### config.mk
export PLATFORM = sky130hd
export DESIGN_NAME = param_pipeline_cpu_flat
export DESIGN_NICKNAME = d
export VERILOG_FILES = /design/src/rtl/param_pipeline_cpu_pkg.sv /design/src/rtl/param_pipeline_cpu_if.sv /design/src/rtl/param_pipeline_cpu_alu.sv /design/src/rtl/param_pipeline_cpu.sv /design/src/flat_wrapper.sv
export SDC_FILE = /design/constraint.sdc
export NUM_CORES = 1
export LEC_CHECK = 0
export CELL_PAD_IN_SITES_DETAIL_PLACEMENT = 1
export CELL_PAD_IN_SITES_GLOBAL_PLACEMENT = 1
export CORE_MARGIN = 2
export CORE_UTILIZATION = 39
export CTS_CLUSTER_SIZE = 30
export DETAILED_ROUTE_END_ITERATION = 10
export PLACE_DENSITY = 0.71
export SLEW_MARGIN = 0
export SYNTH_ARGS = -nofsm -noshare
export SYNTH_HDL_FRONTEND = slang
export SYNTH_SLANG_ARGS = --single-unit
### constraint.sdc
create_clock -name clk -period 5.7 [get_ports clk]
set_clock_uncertainty 0.1 [all_clocks]
set_input_delay 1.425 -clock clk [delete_from_list [all_inputs] [get_ports clk]]
set_output_delay 1.425 -clock clk [all_outputs]
set_load 0.05 [all_outputs]
### src/rtl/param_pipeline_cpu_pkg.sv
// Shared definitions for the parameterised three-stage pipeline CPU:
// opcode values, FSM state encoding and width-derivation helpers.
package param_pipeline_cpu_pkg;

  localparam logic [1:0] OP_ADD  = 2'b00;
  localparam logic [1:0] OP_SUB  = 2'b01;
  localparam logic [1:0] OP_LOAD = 2'b10;
  localparam logic [1:0] OP_HALT = 2'b11;

  typedef enum logic [1:0] {
    ST_IDLE   = 2'd0,
    ST_RUN    = 2'd1,
    ST_DRAIN  = 2'd2,
    ST_HALTED = 2'd3
  } state_t;

  function automatic int max_int(input int a, input int b);
    return (a > b) ? a : b;
  endfunction

  function automatic int addr_w(input int depth);
    return $clog2(depth);
  endfunction

  function automatic int instr_w(input int raw);
    return 2 + 3 * raw;
  endfunction

  function automatic int ld_aw(input int pc_w, input int raw);
    return max_int(pc_w, 2 * raw);
  endfunction

  function automatic int ld_dw(input int iw, input int dw);
    return max_int(iw, dw);
  endfunction

endpackage

### src/rtl/param_pipeline_cpu_if.sv
// Host-side bus of the pipeline CPU: start, program/data load port,
// register debug read and run status.
interface param_pipeline_cpu_if
  import param_pipeline_cpu_pkg::*;
#(
  parameter int DATA_W     = 8,
  parameter int NUM_REGS   = 4,
  parameter int IMEM_DEPTH = 16
);

  localparam int RAW   = addr_w(NUM_REGS);
  localparam int PC_W  = addr_w(IMEM_DEPTH);
  localparam int LD_AW = ld_aw(PC_W, RAW);
  localparam int LD_DW = ld_dw(instr_w(RAW), DATA_W);

  logic              start;
  logic              prog_we;
  logic              prog_sel;
  logic [LD_AW-1:0]  prog_addr;
  logic [LD_DW-1:0]  prog_data;
  logic [RAW-1:0]    dbg_addr;
  logic [DATA_W-1:0] dbg_data;
  logic              busy;
  logic              halted;
  logic              ovf;
  logic [PC_W-1:0]   pc;
  logic [15:0]       retired;

  modport master (
    output start, prog_we, prog_sel, prog_addr, prog_data, dbg_addr,
    input  dbg_data, busy, halted, ovf, pc, retired
  );

  modport slave (
    input  start, prog_we, prog_sel, prog_addr, prog_data, dbg_addr,
    output dbg_data, busy, halted, ovf, pc, retired
  );

endinterface

### src/rtl/param_pipeline_cpu_alu.sv
// Combinational ADD/SUB unit; cout is the carry out for ADD and the
// borrow for SUB.
module ppc_alu #(
  parameter int DATA_W = 8
) (
  input  logic [DATA_W-1:0] a,
  input  logic [DATA_W-1:0] b,
  input  logic              sub,
  output logic [DATA_W-1:0] y,
  output logic              cout
);

  logic [DATA_W:0] sum;

  // One extra bit captures carry (ADD) or borrow (SUB) in the MSB.
  always_comb begin
    if (sub) sum = {1'b0, a} - {1'b0, b};
    else     sum = {1'b0, a} + {1'b0, b};
  end

  assign y    = sum[DATA_W-1:0];
  assign cout = sum[DATA_W];

endmodule

### src/rtl/param_pipeline_cpu.sv
// Three-stage (IF / EX / WB) parameterised CPU with ADD, SUB, LOAD and
// HALT, WB-to-EX forwarding, loadable instruction and data memories.
module param_pipeline_cpu
  import param_pipeline_cpu_pkg::*;
#(
  parameter int DATA_W     = 8,
  parameter int NUM_REGS   = 4,
  parameter int IMEM_DEPTH = 16
) (
  input  logic                 clk,
  input  logic                 rst,
  param_pipeline_cpu_if.slave  bus
);

  localparam int RAW        = addr_w(NUM_REGS);
  localparam int PC_W       = addr_w(IMEM_DEPTH);
  localparam int INSTR_W    = instr_w(RAW);
  localparam int DM_AW      = 2 * RAW;
  localparam int DMEM_DEPTH = 1 << DM_AW;

  function automatic logic [15:0] sat_inc16(input logic [15:0] v);
    return (v == 16'hFFFF) ? v : v + 16'd1;
  endfunction

  state_t              state_q, state_d;
  logic                start_ok;
  logic                fetch_en;
  logic                load_ok;

  logic [PC_W-1:0]     pc_q;
  logic                ovf_q;
  logic [15:0]         retired_q;

  logic [INSTR_W-1:0]  imem [IMEM_DEPTH];
  logic [DATA_W-1:0]   dmem [DMEM_DEPTH];
  logic [DATA_W-1:0]   regs [NUM_REGS];

  logic [INSTR_W-1:0]  instr_p0;
  logic                vld_p0;
  logic [DATA_W-1:0]   res_p1;
  logic [RAW-1:0]      rd_p1;
  logic                vld_p1;

  logic [1:0]          op_ex;
  logic [RAW-1:0]      rd_ex, rs1_ex, rs2_ex;
  logic [DATA_W-1:0]   opa_ex, opb_ex, alu_y, res_ex;
  logic                alu_c;
  logic                halt_ex, wb_ex, arith_ex;

  assign load_ok = (state_q == ST_IDLE) || (state_q == ST_HALTED);

  // Host loads into instruction or data memory while the core is stopped.
  always_ff @(posedge clk) begin
    if (load_ok && bus.prog_we) begin
      if (!bus.prog_sel) imem[bus.prog_addr[PC_W-1:0]] <= bus.prog_data[INSTR_W-1:0];
      else               dmem[bus.prog_addr[DM_AW-1:0]] <= bus.prog_data[DATA_W-1:0];
    end
  end

  // ---- EX stage: decode, forward from WB, ALU / memory read ----
  assign op_ex    = instr_p0[INSTR_W-1 -: 2];
  assign rd_ex    = instr_p0[3*RAW-1 -: RAW];
  assign rs1_ex   = instr_p0[2*RAW-1 -: RAW];
  assign rs2_ex   = instr_p0[RAW-1:0];
  assign opa_ex   = (vld_p1 && (rd_p1 == rs1_ex)) ? res_p1 : regs[rs1_ex];
  assign opb_ex   = (vld_p1 && (rd_p1 == rs2_ex)) ? res_p1 : regs[rs2_ex];
  assign halt_ex  = vld_p0 && (op_ex == OP_HALT);
  assign wb_ex    = vld_p0 && (op_ex != OP_HALT);
  assign arith_ex = vld_p0 && ((op_ex == OP_ADD) || (op_ex == OP_SUB));

  ppc_alu #(.DATA_W(DATA_W)) u_alu (
    .a    (opa_ex),
    .b    (opb_ex),
    .sub  (op_ex == OP_SUB),
    .y    (alu_y),
    .cout (alu_c)
  );

  assign res_ex = (op_ex == OP_LOAD) ? dmem[{rs1_ex, rs2_ex}] : alu_y;

  // FSM state register.
  always_ff @(posedge clk or negedge rst) begin
    if (!rst) state_q <= ST_IDLE;
    else      state_q <= state_d;
  end

  // Next-state logic; a HALT reaching EX stops fetch and drains WB.
  always_comb begin
    state_d  = state_q;
    start_ok = 1'b0;
    case (state_q)
      ST_IDLE, ST_HALTED: begin
        if (bus.start) begin
          state_d  = ST_RUN;
          start_ok = 1'b1;
        end
      end
      ST_RUN:   if (halt_ex) state_d = ST_DRAIN;
      ST_DRAIN: state_d = ST_HALTED;
      default:  state_d = ST_IDLE;
    endcase
  end

  assign fetch_en = (state_q == ST_RUN) && !halt_ex;

  // Pipeline control: pc, valids, sticky overflow and retire counter.
  always_ff @(posedge clk or negedge rst) begin
    if (!rst) begin
      pc_q      <= '0;
      vld_p0    <= 1'b0;
      vld_p1    <= 1'b0;
      ovf_q     <= 1'b0;
      retired_q <= '0;
    end else if (start_ok) begin
      pc_q      <= '0;
      vld_p0    <= 1'b0;
      vld_p1    <= 1'b0;
      ovf_q     <= 1'b0;
      retired_q <= '0;
    end else begin
      vld_p0 <= fetch_en;
      vld_p1 <= wb_ex;
      if (fetch_en)           pc_q      <= pc_q + 1'b1;
      if (arith_ex && alu_c)  ovf_q     <= 1'b1;
      if (vld_p1)             retired_q <= sat_inc16(retired_q);
    end
  end

  // ---- IF -> EX and EX -> WB data registers ----
  always_ff @(posedge clk) begin
    if (fetch_en) instr_p0 <= imem[pc_q];
    res_p1 <= res_ex;
    rd_p1  <= rd_ex;
  end

  // ---- WB stage: register-file write ----
  always_ff @(posedge clk or negedge rst) begin
    if (!rst) begin
      for (int i = 0; i < NUM_REGS; i++) regs[i] <= '0;
    end else if (vld_p1) begin
      regs[rd_p1] <= res_p1;
    end
  end

  assign bus.dbg_data = regs[bus.dbg_addr];
  assign bus.busy     = (state_q == ST_RUN) || (state_q == ST_DRAIN);
  assign bus.halted   = (state_q == ST_HALTED);
  assign bus.ovf      = ovf_q;
  assign bus.pc       = pc_q;
  assign bus.retired  = retired_q;

endmodule

### src/flat_wrapper.sv
// flat-port wrapper written by rule: the top's interface ports become plain ports
module param_pipeline_cpu_flat import param_pipeline_cpu_pkg::*;
#(
  parameter int DATA_W     = 8,
  parameter int NUM_REGS   = 4,
  parameter int IMEM_DEPTH = 16
)
  (clk, rst, bus_start, bus_prog_we, bus_prog_sel, bus_prog_addr, bus_prog_data, bus_dbg_addr, bus_dbg_data, bus_busy, bus_halted, bus_ovf, bus_pc, bus_retired);
  param_pipeline_cpu_if #(.DATA_W(DATA_W), .NUM_REGS(NUM_REGS), .IMEM_DEPTH(IMEM_DEPTH)) bus_i ();
  input  logic clk;
  input  logic rst;
  input wire logic [$bits(bus_i.start)-1:0] bus_start;
  input wire logic [$bits(bus_i.prog_we)-1:0] bus_prog_we;
  input wire logic [$bits(bus_i.prog_sel)-1:0] bus_prog_sel;
  input wire logic [$bits(bus_i.prog_addr)-1:0] bus_prog_addr;
  input wire logic [$bits(bus_i.prog_data)-1:0] bus_prog_data;
  input wire logic [$bits(bus_i.dbg_addr)-1:0] bus_dbg_addr;
  output wire logic [$bits(bus_i.dbg_data)-1:0] bus_dbg_data;
  output wire logic [$bits(bus_i.busy)-1:0] bus_busy;
  output wire logic [$bits(bus_i.halted)-1:0] bus_halted;
  output wire logic [$bits(bus_i.ovf)-1:0] bus_ovf;
  output wire logic [$bits(bus_i.pc)-1:0] bus_pc;
  output wire logic [$bits(bus_i.retired)-1:0] bus_retired;
  assign bus_i.start = bus_start;
  assign bus_i.prog_we = bus_prog_we;
  assign bus_i.prog_sel = bus_prog_sel;
  assign bus_i.prog_addr = bus_prog_addr;
  assign bus_i.prog_data = bus_prog_data;
  assign bus_i.dbg_addr = bus_dbg_addr;
  assign bus_dbg_data = bus_i.dbg_data;
  assign bus_busy = bus_i.busy;
  assign bus_halted = bus_i.halted;
  assign bus_ovf = bus_i.ovf;
  assign bus_pc = bus_i.pc;
  assign bus_retired = bus_i.retired;
  param_pipeline_cpu #(.DATA_W(DATA_W), .NUM_REGS(NUM_REGS), .IMEM_DEPTH(IMEM_DEPTH)) u_core (.clk(clk), .rst(rst), .bus(bus_i));
endmodule
==> summary.md <==
| Metric | Value |
|---|---|
| Outcome | `complete, no violations` |
| Critical Path Sink Type | `output pin` |
| Crit path max-delay family | `buffers and inverters` |
| Postcts setup bufs | `0` |
| RePlAce Congestion | `0.798` |
| Clk pwr share | `25.1%` |
| Fmax achieved | `199 MHz` |
| Combinational share of power | `39.0%` |
| Max Slew Vio Count | `0` |
| Clock slew at reported path FFs | `60 ps` |
| Via-to-Cell Ratio | `around 5.5` |
| Final worst path period need | `5030 ps` |
| Startpoint types | `input port` |
| Post-synthesis sequential area ratio | `67.3%` |
| Cell mode on critical path | `clkdlybuf4s50_1` |
| CP bufs+invs | `3` |
| WS Path Type | `input port to output pin` |
| Leakage | `approximately 5.6 nW` |
| Cts hold-fix bufs | `0` |
| # diodes | `0` |
| RSZ-0062 raised after global routing | `no` |
| HP Class | `flop to flop` |
| Yosys warns | `0` |
| Flops & latches, synth | `331` |
| Hold_ws | `253 ps` |
| Net Switching | `3.06 mW` |
| H-tree Lvls | `2` |
| Post-Route WL | `31500 µm` |
| Clk sink count | `331` |
| Share of cells above drive strength 1 | `22.4%` |
| Fin nets | `932` |
| Die W | `between 150 and 200 µm` |
| Synth cell types | `52` |
| Largest net degree at the start of global routing | `53` |
| Number of synthesized flops with an enable pin | `264` |
| Worst path slowest cell | `clkdlybuf4s50_1` |
| Drt wl/cell | `around 23 µm` |
| Worst-path fanout max | `5` |
| Max_cap viols | `0` |
| Syn nets | `864` |
| Initial DRT Pass Iterations | `5` |
| CP required | `4180 ps` |
| Netlist Area Pre-Place | `14200 µm²` |
| P_int | `5.73 mW` |
| Grt ovf | `0` |
| Register share of total power | `35.9%` |
| Vias in the first global route | `8104` |
| Initial antenna violation count | `0` |
| Pwr Density | `around 540 nW/µm²` |
| Final Hold Vio Count | `0` |
| DR iter-0 viols | `493` |
| CTS max path bufs | `3` |
| First-pass GRT wire length | `49200 µm` |
| Slew HR | `16.5%` |
| CTS tree | `done` |
| Setup-failing EPs final | `0` |
| Fin crit share | `88.2%` |
| Die area | `37900 µm²` |
| IO Pins | `50` |
| GRT Total Usage | `approximately 17%` |
| Final ANT Viol Nets | `0` |
| Worst path cell trace | `clkdlybuf4s50_1 > buf_4 > mux4_2 > clkdlybuf4s50_1` |
| Inserted Clock Buffers | `36` |
| HP Start | `u_core.instr_p0[5]$_DFFE_PP_` |
| Reg2reg start | `u_core.instr_p0[0]$_DFFE_PP_` |
| Core ar. | `~36000 µm²` |
| Post-route DRC | `0` |
| Synth-to-Final Area Change | `15.2%` |
| Least-Margin Pin Slew | `1250 ps` |
| Top library cells by usage in the layout, fill and taps aside | `edfxtp_1 (264), mux4_2 (80), nor2_1 (60)` |
| HPWL Detailed | `approximately 21000 µm` |
| Total Neg Setup Slack | `0 ps` |
| Worst skew pair latency | `530 ps` |
| Switching share of total power | `34.9%` |
| Via count | `roughly 7600` |
| Primary FF master, synth | `edfxtp_1` |
| PostCTS Resize Cnt | `0` |
| Most common cell after layout, fill and taps aside | `edfxtp_1` |
| Worst Path Arrival | `3500 ps` |
| Worst setup startpoint | `bus_dbg_addr[0]` |
| Post-synth ARST share | `17.2%` |
| Placement row count | `69` |
| Height of the die | `195 µm` |
| Starting Density | `39.7%` |
| Slowest stage delay, CP | `slightly above 700 ps` |
| I/O Buffers | `49` |
| Syn Inst Count | `830` |
| Avg Cell Area, Syn | `~17 µm²` |
| Clk Tree Root Cell | `clkbuf_16` |
| Peak supply drop | `0.295 mV` |
Yosys cell counts, types with 4 or more instances:
cell | n | share of area [%]
edfxtp_1 | 264 | 56
mux4_2 | 80 | 13
nor2_1 | 60 | 1.6
dfrtp_1 | 57 | 10
mux2_2 | 47 | 3.7
nand2_1 | 38 | 1.0
mux2i_1 | 35 | 2.5
clkbuf_1 | 21 | 0.56
a21oi_1 | 20 | 0.71
o21ai_0 | 18 | 0.63
xor2_1 | 18 | 1.1
ha_1 | 14 | 1.2
buf_2 | 13 | 0.46
xnor2_1 | 13 | 0.80
inv_1 | 12 | 0.32
nor3_1 | 11 | 0.39
dfxtp_1 | 10 | 1.4
nand3_1 | 9 | 0.32
a221oi_1 | 8 | 0.49
a22oi_1 | 8 | 0.42
and3_1 | 8 | 0.35
nand2b_1 | 7 | 0.31
nor2b_1 | 6 | 0.26
and2_1 | 4 | 0.18
buf_1 | 4 | 0.11
nand4_1 | 4 | 0.18
o21ai_1 | 4 | 0.14
per-layer routing:
layer / part of all wire (%) / track usage, %
met1: 46 / 23.9
met2: 47 / 27.1
met3: 4.1 / 3.07
met4: 2.1 / 4.41
met5: 0 / 0
cell type report:
cell class | instances | area [µm²]
tap | 461 | 577
clock inverter | 18 | 144
timing repair buffer | 70 | 643
inverter | 12 | 45.0
sequential | 331 | 9560
multi-input combinational | 447 | 4430
clock buffer | 48 | 967
fill | 3463 | 19400
worst reg2reg max path, delay by kind of cell, from the launching register on:
family,cells,cell delay [ps]
AND/OR/NAND/NOR,5,1480
adder cells (fa/ha/maj),2,570
flip-flops,1,360
XOR/XNOR,2,420
buffers and inverters,1,210
AO/OA/AOI/OAI,3,440
multiplexers,2,820
logic make-up (layout without fill, tap and decap cells):
kind of cell	count (synthesis)	after routing	synth area share, %
DFF	331	331	67.3
and+or+nand+nor	159	159	5.22
buffers and inverters	52	148	1.60
AOI/OAI and AO/OA	79	79	3.60
xor gates and xnor gates	31	31	1.91
adders and majority gates	15	15	1.38
muxes	163	163	19.0
power groups by stage:
stage | registers, mW | clock network (mW) | logic (mW)
final | 3.16 | 2.20 | 3.43
after global routing | 3.20 | 2.33 | 3.78
after CTS | 3.16 | 2.25 | 3.48
after detailed placement | 3.21 | 0 | 3.46
after global placement | 3.20 | 0 | 3.39
after floorplan | 3.12 | 0 | 2.61
registers in the layout, indices dropped and copies added, names as in the netlist:
name / cells
u_core.vld_p0: 1
u_core.bus.ovf: 1
u_core.vld_p1: 1
u_core.rd_p1: 2
u_core.dmem: 128
u_core.imem: 128
u_core.state_q: 2
u_core.instr_p0: 8
u_core.bus.retired: 16
u_core.res_p1: 8
u_core.bus.pc: 4
u_core.regs: 32
stage by stage:
step                power, mW  area, µm²  instances  util, %  setup slack [ps]
floorplan                5.73      14200        830        -              1610
global placement         6.59      15200       1321     42.7               665
detailed placement       6.67      15200       1321     42.7               632
CTS                      8.89      16400       1387     45.8               629
global route             9.32      16400       1387     45.8               575
finish                   8.79      16400       1387     45.8               672
worst paths after layout:
kind,endpoint,slack (ps),cells past startpoint
max,bus_dbg_data[3],670,4
max in group asynchronous,u_core.bus.pc[0]$_DFFE_PN0P_,3980,2
min,u_core.rd_p1[1]$_DFF_P_,250,0
min in group asynchronous,u_core.bus.retired[1]$_DFFE_PN0P_,630,1
max reg2reg,u_core.bus.ovf$_DFFE_PN0P_,1230,15
min reg2reg,u_core.rd_p1[1]$_DFF_P_,250,0
Power figures use the tool's default switching activity.
